**src/rtl/set_pkg.sv**
```systemverilog
// Shared constants for the lattice set counter: mode codes,
// FSM state encoding and width helpers.
package set_pkg;

  localparam logic [2:0] MODE_C0  = 3'b000;
  localparam logic [2:0] MODE_AND = 3'b001;
  localparam logic [2:0] MODE_XOR = 3'b010;
  localparam logic [2:0] MODE_OR  = 3'b011;
  localparam logic [2:0] MODE_KOF = 3'b100;

  typedef enum logic [1:0] {
    ST_IDLE  = 2'd0,
    ST_SCAN  = 2'd1,
    ST_DRAIN = 2'd2,
    ST_DONE  = 2'd3
  } state_e;

  // Point issue reg, d2 reg and accumulator each add one cycle
  // after the last point leaves the scan counter.
  localparam int DRAIN_CYC = 3;

  function automatic int cnt_w(input int grid);
    return $clog2(grid * grid + 1);
  endfunction

  function automatic int th_w(input int ncirc);
    return $clog2(ncirc + 1);
  endfunction

endpackage

```
**src/rtl/set_counter_multi_if.sv**
```systemverilog
// Job/result bus of the set counter. master = requester,
// slave = counter. Config in, busy/valid/candidate out.
interface set_counter_multi_if #(
  parameter int COORD_W = 4,
  parameter int GRID    = 8,
  parameter int NCIRC   = 3
);
  import set_pkg::*;

  localparam int CNT_W = cnt_w(GRID);
  localparam int TH_W  = th_w(NCIRC);

  logic                         en;
  logic [NCIRC*2*COORD_W-1:0]   central;
  logic [NCIRC*COORD_W-1:0]     radius;
  logic [NCIRC-1:0]             mask;
  logic [2:0]                   mode;
  logic [TH_W-1:0]              thresh;
  logic                         busy;
  logic                         valid;
  logic [CNT_W-1:0]             candidate;

  modport master (
    output en, central, radius, mask, mode, thresh,
    input  busy, valid, candidate
  );

  modport slave (
    input  en, central, radius, mask, mode, thresh,
    output busy, valid, candidate
  );

endinterface

```
**src/rtl/set_circle_test.sv**
```systemverilog
// One circle: stage 1 registers d2 of the issued point,
// stage 2 compares against r^2 and applies the mask bit.
module set_circle_test #(
  parameter int COORD_W = 4
) (
  input  logic               clk,
  input  logic               rst,
  input  logic               v_i,
  input  logic [COORD_W-1:0] x_i,
  input  logic [COORD_W-1:0] y_i,
  input  logic [COORD_W-1:0] cx_i,
  input  logic [COORD_W-1:0] cy_i,
  input  logic [COORD_W-1:0] r_i,
  input  logic               m_i,
  output logic               v_o,
  output logic               in_o
);

  localparam int D2W = 2 * COORD_W + 1;

  logic signed [COORD_W:0]   dx;
  logic signed [COORD_W:0]   dy;
  logic [COORD_W-1:0]        ax;
  logic [COORD_W-1:0]        ay;
  logic [2*COORD_W-1:0]      sx;
  logic [2*COORD_W-1:0]      sy;
  logic [2*COORD_W-1:0]      r2;
  logic [D2W-1:0]            d2_d;
  logic [D2W-1:0]            d2_q;
  logic                      v_q;

  assign dx = $signed({1'b0, x_i}) - $signed({1'b0, cx_i});
  assign dy = $signed({1'b0, y_i}) - $signed({1'b0, cy_i});

  // |d| never exceeds 2**COORD_W-1, so it fits COORD_W bits
  assign ax = dx[COORD_W] ? COORD_W'(-dx) : dx[COORD_W-1:0];
  assign ay = dy[COORD_W] ? COORD_W'(-dy) : dy[COORD_W-1:0];

  assign sx = {{COORD_W{1'b0}}, ax} * {{COORD_W{1'b0}}, ax};
  assign sy = {{COORD_W{1'b0}}, ay} * {{COORD_W{1'b0}}, ay};
  assign r2 = {{COORD_W{1'b0}}, r_i} * {{COORD_W{1'b0}}, r_i};

  assign d2_d = {1'b0, sx} + {1'b0, sy};

  always_ff @(posedge clk) begin
    if (rst) begin
      v_q  <= 1'b0;
      d2_q <= '0;
    end else begin
      v_q  <= v_i;
      d2_q <= d2_d;
    end
  end

  assign v_o  = v_q;
  assign in_o = m_i & v_q & (d2_q <= {1'b0, r2});

endmodule

```
**src/rtl/set_counter_multi.sv**
```systemverilog
// Scans the GRIDxGRID lattice one point per cycle and counts
// points matching a set expression over NCIRC circles.
module set_counter_multi
  import set_pkg::*;
#(
  parameter int COORD_W = 4,
  parameter int GRID    = 8,
  parameter int NCIRC   = 3
) (
  input logic               clk,
  input logic               rst,
  set_counter_multi_if.slave bus
);

  localparam int CNT_W = cnt_w(GRID);
  localparam int TH_W  = th_w(NCIRC);
  localparam logic [COORD_W-1:0] GMAX = COORD_W'(GRID);
  localparam logic [COORD_W-1:0] ONE  = COORD_W'(1);

  state_e                      st_q, st_d;
  logic [1:0]                  dc_q;
  logic [COORD_W-1:0]          x_q, y_q;
  logic                        pv_q;
  logic [COORD_W-1:0]          px_q, py_q;
  logic [NCIRC*2*COORD_W-1:0]  cen_q;
  logic [NCIRC*COORD_W-1:0]    rad_q;
  logic [NCIRC-1:0]            mask_q;
  logic [2:0]                  mode_q;
  logic [TH_W-1:0]             th_q;
  logic [CNT_W-1:0]            acc_q, acc_d;
  logic [CNT_W-1:0]            cand_q;
  logic [NCIRC-1:0]            v_vec;
  logic [NCIRC-1:0]            in_vec;
  logic [TH_W-1:0]             pc;
  logic                        v1;
  logic                        hit;
  logic                        start;
  logic                        last_pt;

  assign start   = bus.en & ((st_q == ST_IDLE) | (st_q == ST_DONE));
  assign last_pt = (x_q == GMAX) & (y_q == GMAX);

  always_comb begin
    st_d = st_q;
    unique case (st_q)
      ST_IDLE:  if (start) st_d = ST_SCAN;
      ST_SCAN:  if (last_pt) st_d = ST_DRAIN;
      ST_DRAIN: if (dc_q == 2'(DRAIN_CYC - 1)) st_d = ST_DONE;
      ST_DONE:  st_d = start ? ST_SCAN : ST_IDLE;
      default:  st_d = ST_IDLE;
    endcase
  end

  for (genvar i = 0; i < NCIRC; i++) begin : g_c
    set_circle_test #(.COORD_W(COORD_W)) u_c (
      .clk  (clk),
      .rst  (rst),
      .v_i  (pv_q),
      .x_i  (px_q),
      .y_i  (py_q),
      .cx_i (cen_q[(2*i+1)*COORD_W +: COORD_W]),
      .cy_i (cen_q[2*i*COORD_W +: COORD_W]),
      .r_i  (rad_q[i*COORD_W +: COORD_W]),
      .m_i  (mask_q[i]),
      .v_o  (v_vec[i]),
      .in_o (in_vec[i])
    );
  end

  // all circle stages carry the same valid bit
  assign v1 = &v_vec;

  always_comb begin
    pc = '0;
    for (int i = 0; i < NCIRC; i++) begin
      pc = pc + TH_W'(in_vec[i]);
    end
  end

  always_comb begin
    hit = 1'b0;
    unique case (1'b1)
      (mode_q == MODE_C0):  hit = in_vec[0];
      (mode_q == MODE_AND): hit = (|mask_q) & (&(in_vec | ~mask_q));
      (mode_q == MODE_XOR): hit = ^in_vec;
      (mode_q == MODE_OR):  hit = |in_vec;
      (mode_q == MODE_KOF): hit = (pc >= th_q);
      default:              hit = 1'b0;
    endcase
  end

  always_comb begin
    acc_d = acc_q;
    if (start) acc_d = '0;
    else if (v1 & hit) acc_d = acc_q + CNT_W'(1);
  end

  always_ff @(posedge clk) begin
    if (rst) begin
      st_q   <= ST_IDLE;
      dc_q   <= '0;
      x_q    <= '0;
      y_q    <= '0;
      pv_q   <= 1'b0;
      px_q   <= '0;
      py_q   <= '0;
      cen_q  <= '0;
      rad_q  <= '0;
      mask_q <= '0;
      mode_q <= '0;
      th_q   <= '0;
      acc_q  <= '0;
      cand_q <= '0;
    end else begin
      st_q  <= st_d;
      acc_q <= acc_d;
      pv_q  <= (st_q == ST_SCAN);
      px_q  <= x_q;
      py_q  <= y_q;
      dc_q  <= (st_q == ST_DRAIN) ? dc_q + 2'd1 : 2'd0;
      if (start) begin
        cen_q  <= bus.central;
        rad_q  <= bus.radius;
        mask_q <= bus.mask;
        mode_q <= bus.mode;
        th_q   <= bus.thresh;
        x_q    <= ONE;
        y_q    <= ONE;
      end else if (st_q == ST_SCAN) begin
        if (x_q == GMAX) begin
          x_q <= ONE;
          y_q <= y_q + ONE;
        end else begin
          x_q <= x_q + ONE;
        end
      end
      if ((st_q == ST_DRAIN) & (st_d == ST_DONE)) begin
        cand_q <= acc_q;
      end
    end
  end

  assign bus.busy      = (st_q == ST_SCAN) | (st_q == ST_DRAIN);
  assign bus.valid     = (st_q == ST_DONE);
  assign bus.candidate = cand_q;

endmodule
```
**src/flat_wrapper.sv**
```systemverilog
// flat-port wrapper written by rule: the top's interface ports become plain ports
module set_counter_multi_flat import set_pkg::*;
#(
  parameter int COORD_W = 4,
  parameter int GRID    = 8,
  parameter int NCIRC   = 3
)
  (clk, rst, bus_en, bus_central, bus_radius, bus_mask, bus_mode, bus_thresh, bus_busy, bus_valid, bus_candidate);
  set_counter_multi_if #(.COORD_W(COORD_W), .GRID(GRID), .NCIRC(NCIRC)) bus_i ();
  input logic clk;
  input logic rst;
  input wire logic [$bits(bus_i.en)-1:0] bus_en;
  input wire logic [$bits(bus_i.central)-1:0] bus_central;
  input wire logic [$bits(bus_i.radius)-1:0] bus_radius;
  input wire logic [$bits(bus_i.mask)-1:0] bus_mask;
  input wire logic [$bits(bus_i.mode)-1:0] bus_mode;
  input wire logic [$bits(bus_i.thresh)-1:0] bus_thresh;
  output wire logic [$bits(bus_i.busy)-1:0] bus_busy;
  output wire logic [$bits(bus_i.valid)-1:0] bus_valid;
  output wire logic [$bits(bus_i.candidate)-1:0] bus_candidate;
  assign bus_i.en = bus_en;
  assign bus_i.central = bus_central;
  assign bus_i.radius = bus_radius;
  assign bus_i.mask = bus_mask;
  assign bus_i.mode = bus_mode;
  assign bus_i.thresh = bus_thresh;
  assign bus_busy = bus_i.busy;
  assign bus_valid = bus_i.valid;
  assign bus_candidate = bus_i.candidate;
  set_counter_multi #(.COORD_W(COORD_W), .GRID(GRID), .NCIRC(NCIRC)) u_core (.clk(clk), .rst(rst), .bus(bus_i));
endmodule
```
**config.mk**
```make
export PLATFORM = sky130hd
export DESIGN_NAME = set_counter_multi_flat
export DESIGN_NICKNAME = d
export VERILOG_FILES = /design/src/rtl/set_pkg.sv /design/src/rtl/set_counter_multi_if.sv /design/src/rtl/set_circle_test.sv /design/src/rtl/set_counter_multi.sv /design/src/flat_wrapper.sv
export SDC_FILE = /design/constraint.sdc
export NUM_CORES = 1
export LEC_CHECK = 0
export BUFFER_PORTS_ARGS = -buffer_cell sky130_fd_sc_hd__buf_2
export CAP_MARGIN = 15
export CORE_MARGIN = 2
export CORE_UTILIZATION = 40
export DETAILED_ROUTE_END_ITERATION = 10
export SYNTH_ARGS = -nofsm -noshare
export SYNTH_HDL_FRONTEND = slang
export SYNTH_SLANG_ARGS = --single-unit
```
**constraint.sdc**
```tcl
create_clock -name clk -period 11.5 [get_ports clk]
set_input_delay 1.725 -clock clk [delete_from_list [all_inputs] [get_ports clk]]
set_output_delay 1.725 -clock clk [all_outputs]
set_load 0.02 [all_outputs]
```
==> results.md <==
- M3 GR Usage: 2.78%
- CP Class: flip-flop to flip-flop
- Main combinational cell family by area after synthesis: adder cells
- Post-synth EDFFs: 0
- Status: complete, no violations
- Synthesized area: 8100 um2
- Htree depth: 3
- Flop pwr share: 28.5%
- LEAKAGE: 4.27 nW
- CTS sink cnt: 107
- WL/cell: 12.5 um
- Slowest cell on the critical path: fa_1
- Top cells by area, synth: dfxtp_1 26%, ha_1 19%, fa_1 10%
- Die area: 21400 um2
- Count of pins over their slew limit: 0
- Worst setup EP type: flip-flop
- Reg2reg start: u_core.rad_q[9]
- Hold Fails Final Rpt: 0
- Site Rows: 52
- Fmax: 184 MHz
- Initial DRC Count: 211
- Worst reg-to-reg path cell count: 20
- Synth Register Bits: 107
- Setup repair bufs after CTS: 0
- Layout Cells excl Fill: 1252
- CTS tree: done
- Die Wd: 146 um
- Clock share of power: 19.7%
- Synth unique cells: 54
- Gate power share: 51.8%
- Nets: 1191
- Post-synth ARST share: 0%
- Hold EP: u_core.dc_q[0]
- GP Congestion: 0.793
- P per Cell Area: 171 nW/um2
- Total grt overflow: 0
- Total power: 1.53 mW
- List of most frequent post-synthesis cells: 126 x ha_1, 117 x nand2_1, 114 x inv_1, 107 x dfxtp_1, 83 x a21oi_1
- Starting Density: 40.4%
- Synth warnings: 0
- Largest net degree at the start of global routing: 99
- GRT met1 Usage: 21.5%
- Ys flop type: dfxtp_1
- Crit path largest cell delay: 490 ps
- Internal Power: 929 uW
- Die height: 146 um
- Antenna-violating nets left: 0
- Antenna diodes: 0
- Syn Nets: 1147
- Startpoint Class: flip-flop
- Layout cells sized above 1: 9.06%
- Simple-gate share of the synthesized area: 16.5%
- Adder-Cell Fraction of Synth Area: 29.6%
- Peak VDD IR: 0.0000694 V
- Setup TNS: 0 ps
- Port buffer count: 55
- Critical path's top delay family: compound AO/OA/AOI/OAI gates
- Crit-path most repeated cell: ha_1
- Worst Path Buf+Inv: 0
- Max clock buf depth: 2
- Top-area cell type share of the netlist area: 26.4%
- RR Endpoint: u_core.acc_q[3]
- Sw frac: 39.4%
- Crit-path cells: nor2b_1, and2_1, ha_1, a31o_2, a21oi_1, nor2b_1, o31ai_1, ha_1, and4b_1, and3_1, a211oi_2, fa_1, ha_1, nand2b_1, a21oi_1, or3_1, o221a_2, a211o_1, a2111o_1, o21ai_1
- Hold buffer count at cts: 0
- CTS buffer count: 9
- Syn Inst Count: 933
- Ports: 56
- Relative slew slack: 28.0%
- Most frequent cell after synthesis: ha_1
- Vias per cell: 4.75
- Vias in the first global route: 5818
- DRC violations left: 0
- Period utilization: 47.2%
- Sequential fraction of the synthesis area: 26.4%
- Core area: 20000 um2
- Synth Area in Compound Gates: 14.3%
- Mux cell area share after synthesis: 1.48%
- Worst Hold Class: flip-flop to flip-flop
- Maxcap violations: 0
- Sw Pwr: 603 uW
- First-pass GRT wire length: 27000 um
- Clock slew at reported path FFs: 70 ps
- Later-pin clock latency in the skew report: 360 ps
- Placed Cells incl. Taps: 1236
- P&R area growth vs syn: 10.2%
- HPWL Detailed: 12300 um
- Synth Area in XOR/XNOR: 5.30%
- Unrepaired setup endpoints after global routing: false
- GRT Overall Usage: 15.3%
- Root buf cell: clkbuf_16
- R2R Setup Slk: 6070 ps
- Routed vias: 5943
- Worst slew pin tran: 1080 ps
- Required time worst endpoint: 11790 ps
- Busiest grt layer: met2
- Final setup violation count: 0
- Hold path start: u_core.dc_q[0]
- Met2 Usage GRT: 24.5%
- Initial antenna violation count: 0
- Clock skew: 13.2 ps
- Drt first pass iters: 4
- Min-Delay Path Depth: 1
- Syn Area/Cell: 8.69 um2
- Critical Path AT: 5720 ps
- Final min period: 5430 ps
- Final WL: 15600 um
- Dominant cell type by area after synthesis: dfxtp_1
- Critical Path Fanout Max: 8
- Post-CTS resize count: 0
[layout make-up]
type | instances | area (um2)
well taps | 270 | 338
clock inverters | 6 | 56.3
repair buffers | 56 | 283
inverters | 115 | 432
clock buffers | 10 | 229
multi-input cells | 688 | 5450
fillers | 2038 | 11100
flip-flops and latches | 107 | 2140
[registers in the layout, summed over array words and instances (netlist names)]
register and cells:
u_core.acc_q 7, u_core.st_q 2, u_core.bus.candidate 7, u_core.px_q 4
u_core.rad_q 12, u_core.mode_q 3, u_core.cen_q 24, u_core.y_q 4
u_core.th_q 2, u_core.dc_q 2, u_core.g_c.u_c.v_o 1, u_core.x_q 4
u_core.pv_q 1, u_core.mask_q 3, u_core.py_q 4, u_core.g_c.u_c.d2_q 27
[through the flow]
step           utilization, %  cell area, um2  setup WS, ps  hold slack (ps)
3_5_place_dp             43.2            8650          6050              404
2_1_floorplan               -            8100          6340              392
4_1_cts                  44.6            8930          6050              414
5_1_grt                  44.6            8930          5700              442
6_report                 44.6            8930          6070              411
3_3_place_gp             43.2            8650          6150              403
[per-layer routing]
metal / up-vias / wire [um]
met1: 2696 / 8190
met4: 0 / 181
met5: - / 0
met2: 65 / 6780
li1: 3171 / -
met3: 11 / 441
[worst max path at each step]
stage                                start                        end  slack [ps]  depth (start not counted)
after floorplan             u_core.py_q[0]  u_core.g_c[2].u_c.d2_q[8]        6340                         21
after global placement      u_core.py_q[0]  u_core.g_c[2].u_c.d2_q[7]        6150                         22
after detailed placement    u_core.py_q[0]  u_core.g_c[2].u_c.d2_q[8]        6050                         21
after CTS                   u_core.py_q[0]  u_core.g_c[2].u_c.d2_q[7]        6050                         22
after global routing      u_core.rad_q[10]            u_core.acc_q[3]        5700                         20
final                      u_core.rad_q[9]            u_core.acc_q[3]        6070                         20
[power groups by stage]
stage	clock (mW)	combinational [mW]	sequential (mW)
finish	0.302	0.793	0.437
global route	0.329	0.936	0.442
CTS	0.315	0.811	0.437
detailed placement	0	0.799	0.446
global placement	0	0.788	0.446
floorplan	0	0.653	0.438
[placed cells by master (no fill, tap or decap), types with 11 or more instances in the layout]
cell and instances:
o21ai_0 11, buf_2 55, ha_1 126, nor2b_1 28
nor2_1 68, fa_1 41, mux2i_1 12, dfxtp_1 107
xnor2_1 25, xor2_1 24, nand2_1 117, nand2b_1 14
a21oi_1 83, a21o_1 33, inv_1 114, and2_1 18
[cells by family (layout without fill, tap and decap cells)]
family	after synthesis	count (layout)
compound gates	174	174
xor+xnor	49	49
fa+ha+maj	167	167
buf+inv	138	187
flops	107	107
mux	12	12
simple gates	286	286
No activity file was read; power rests on OpenSTA's default activity.
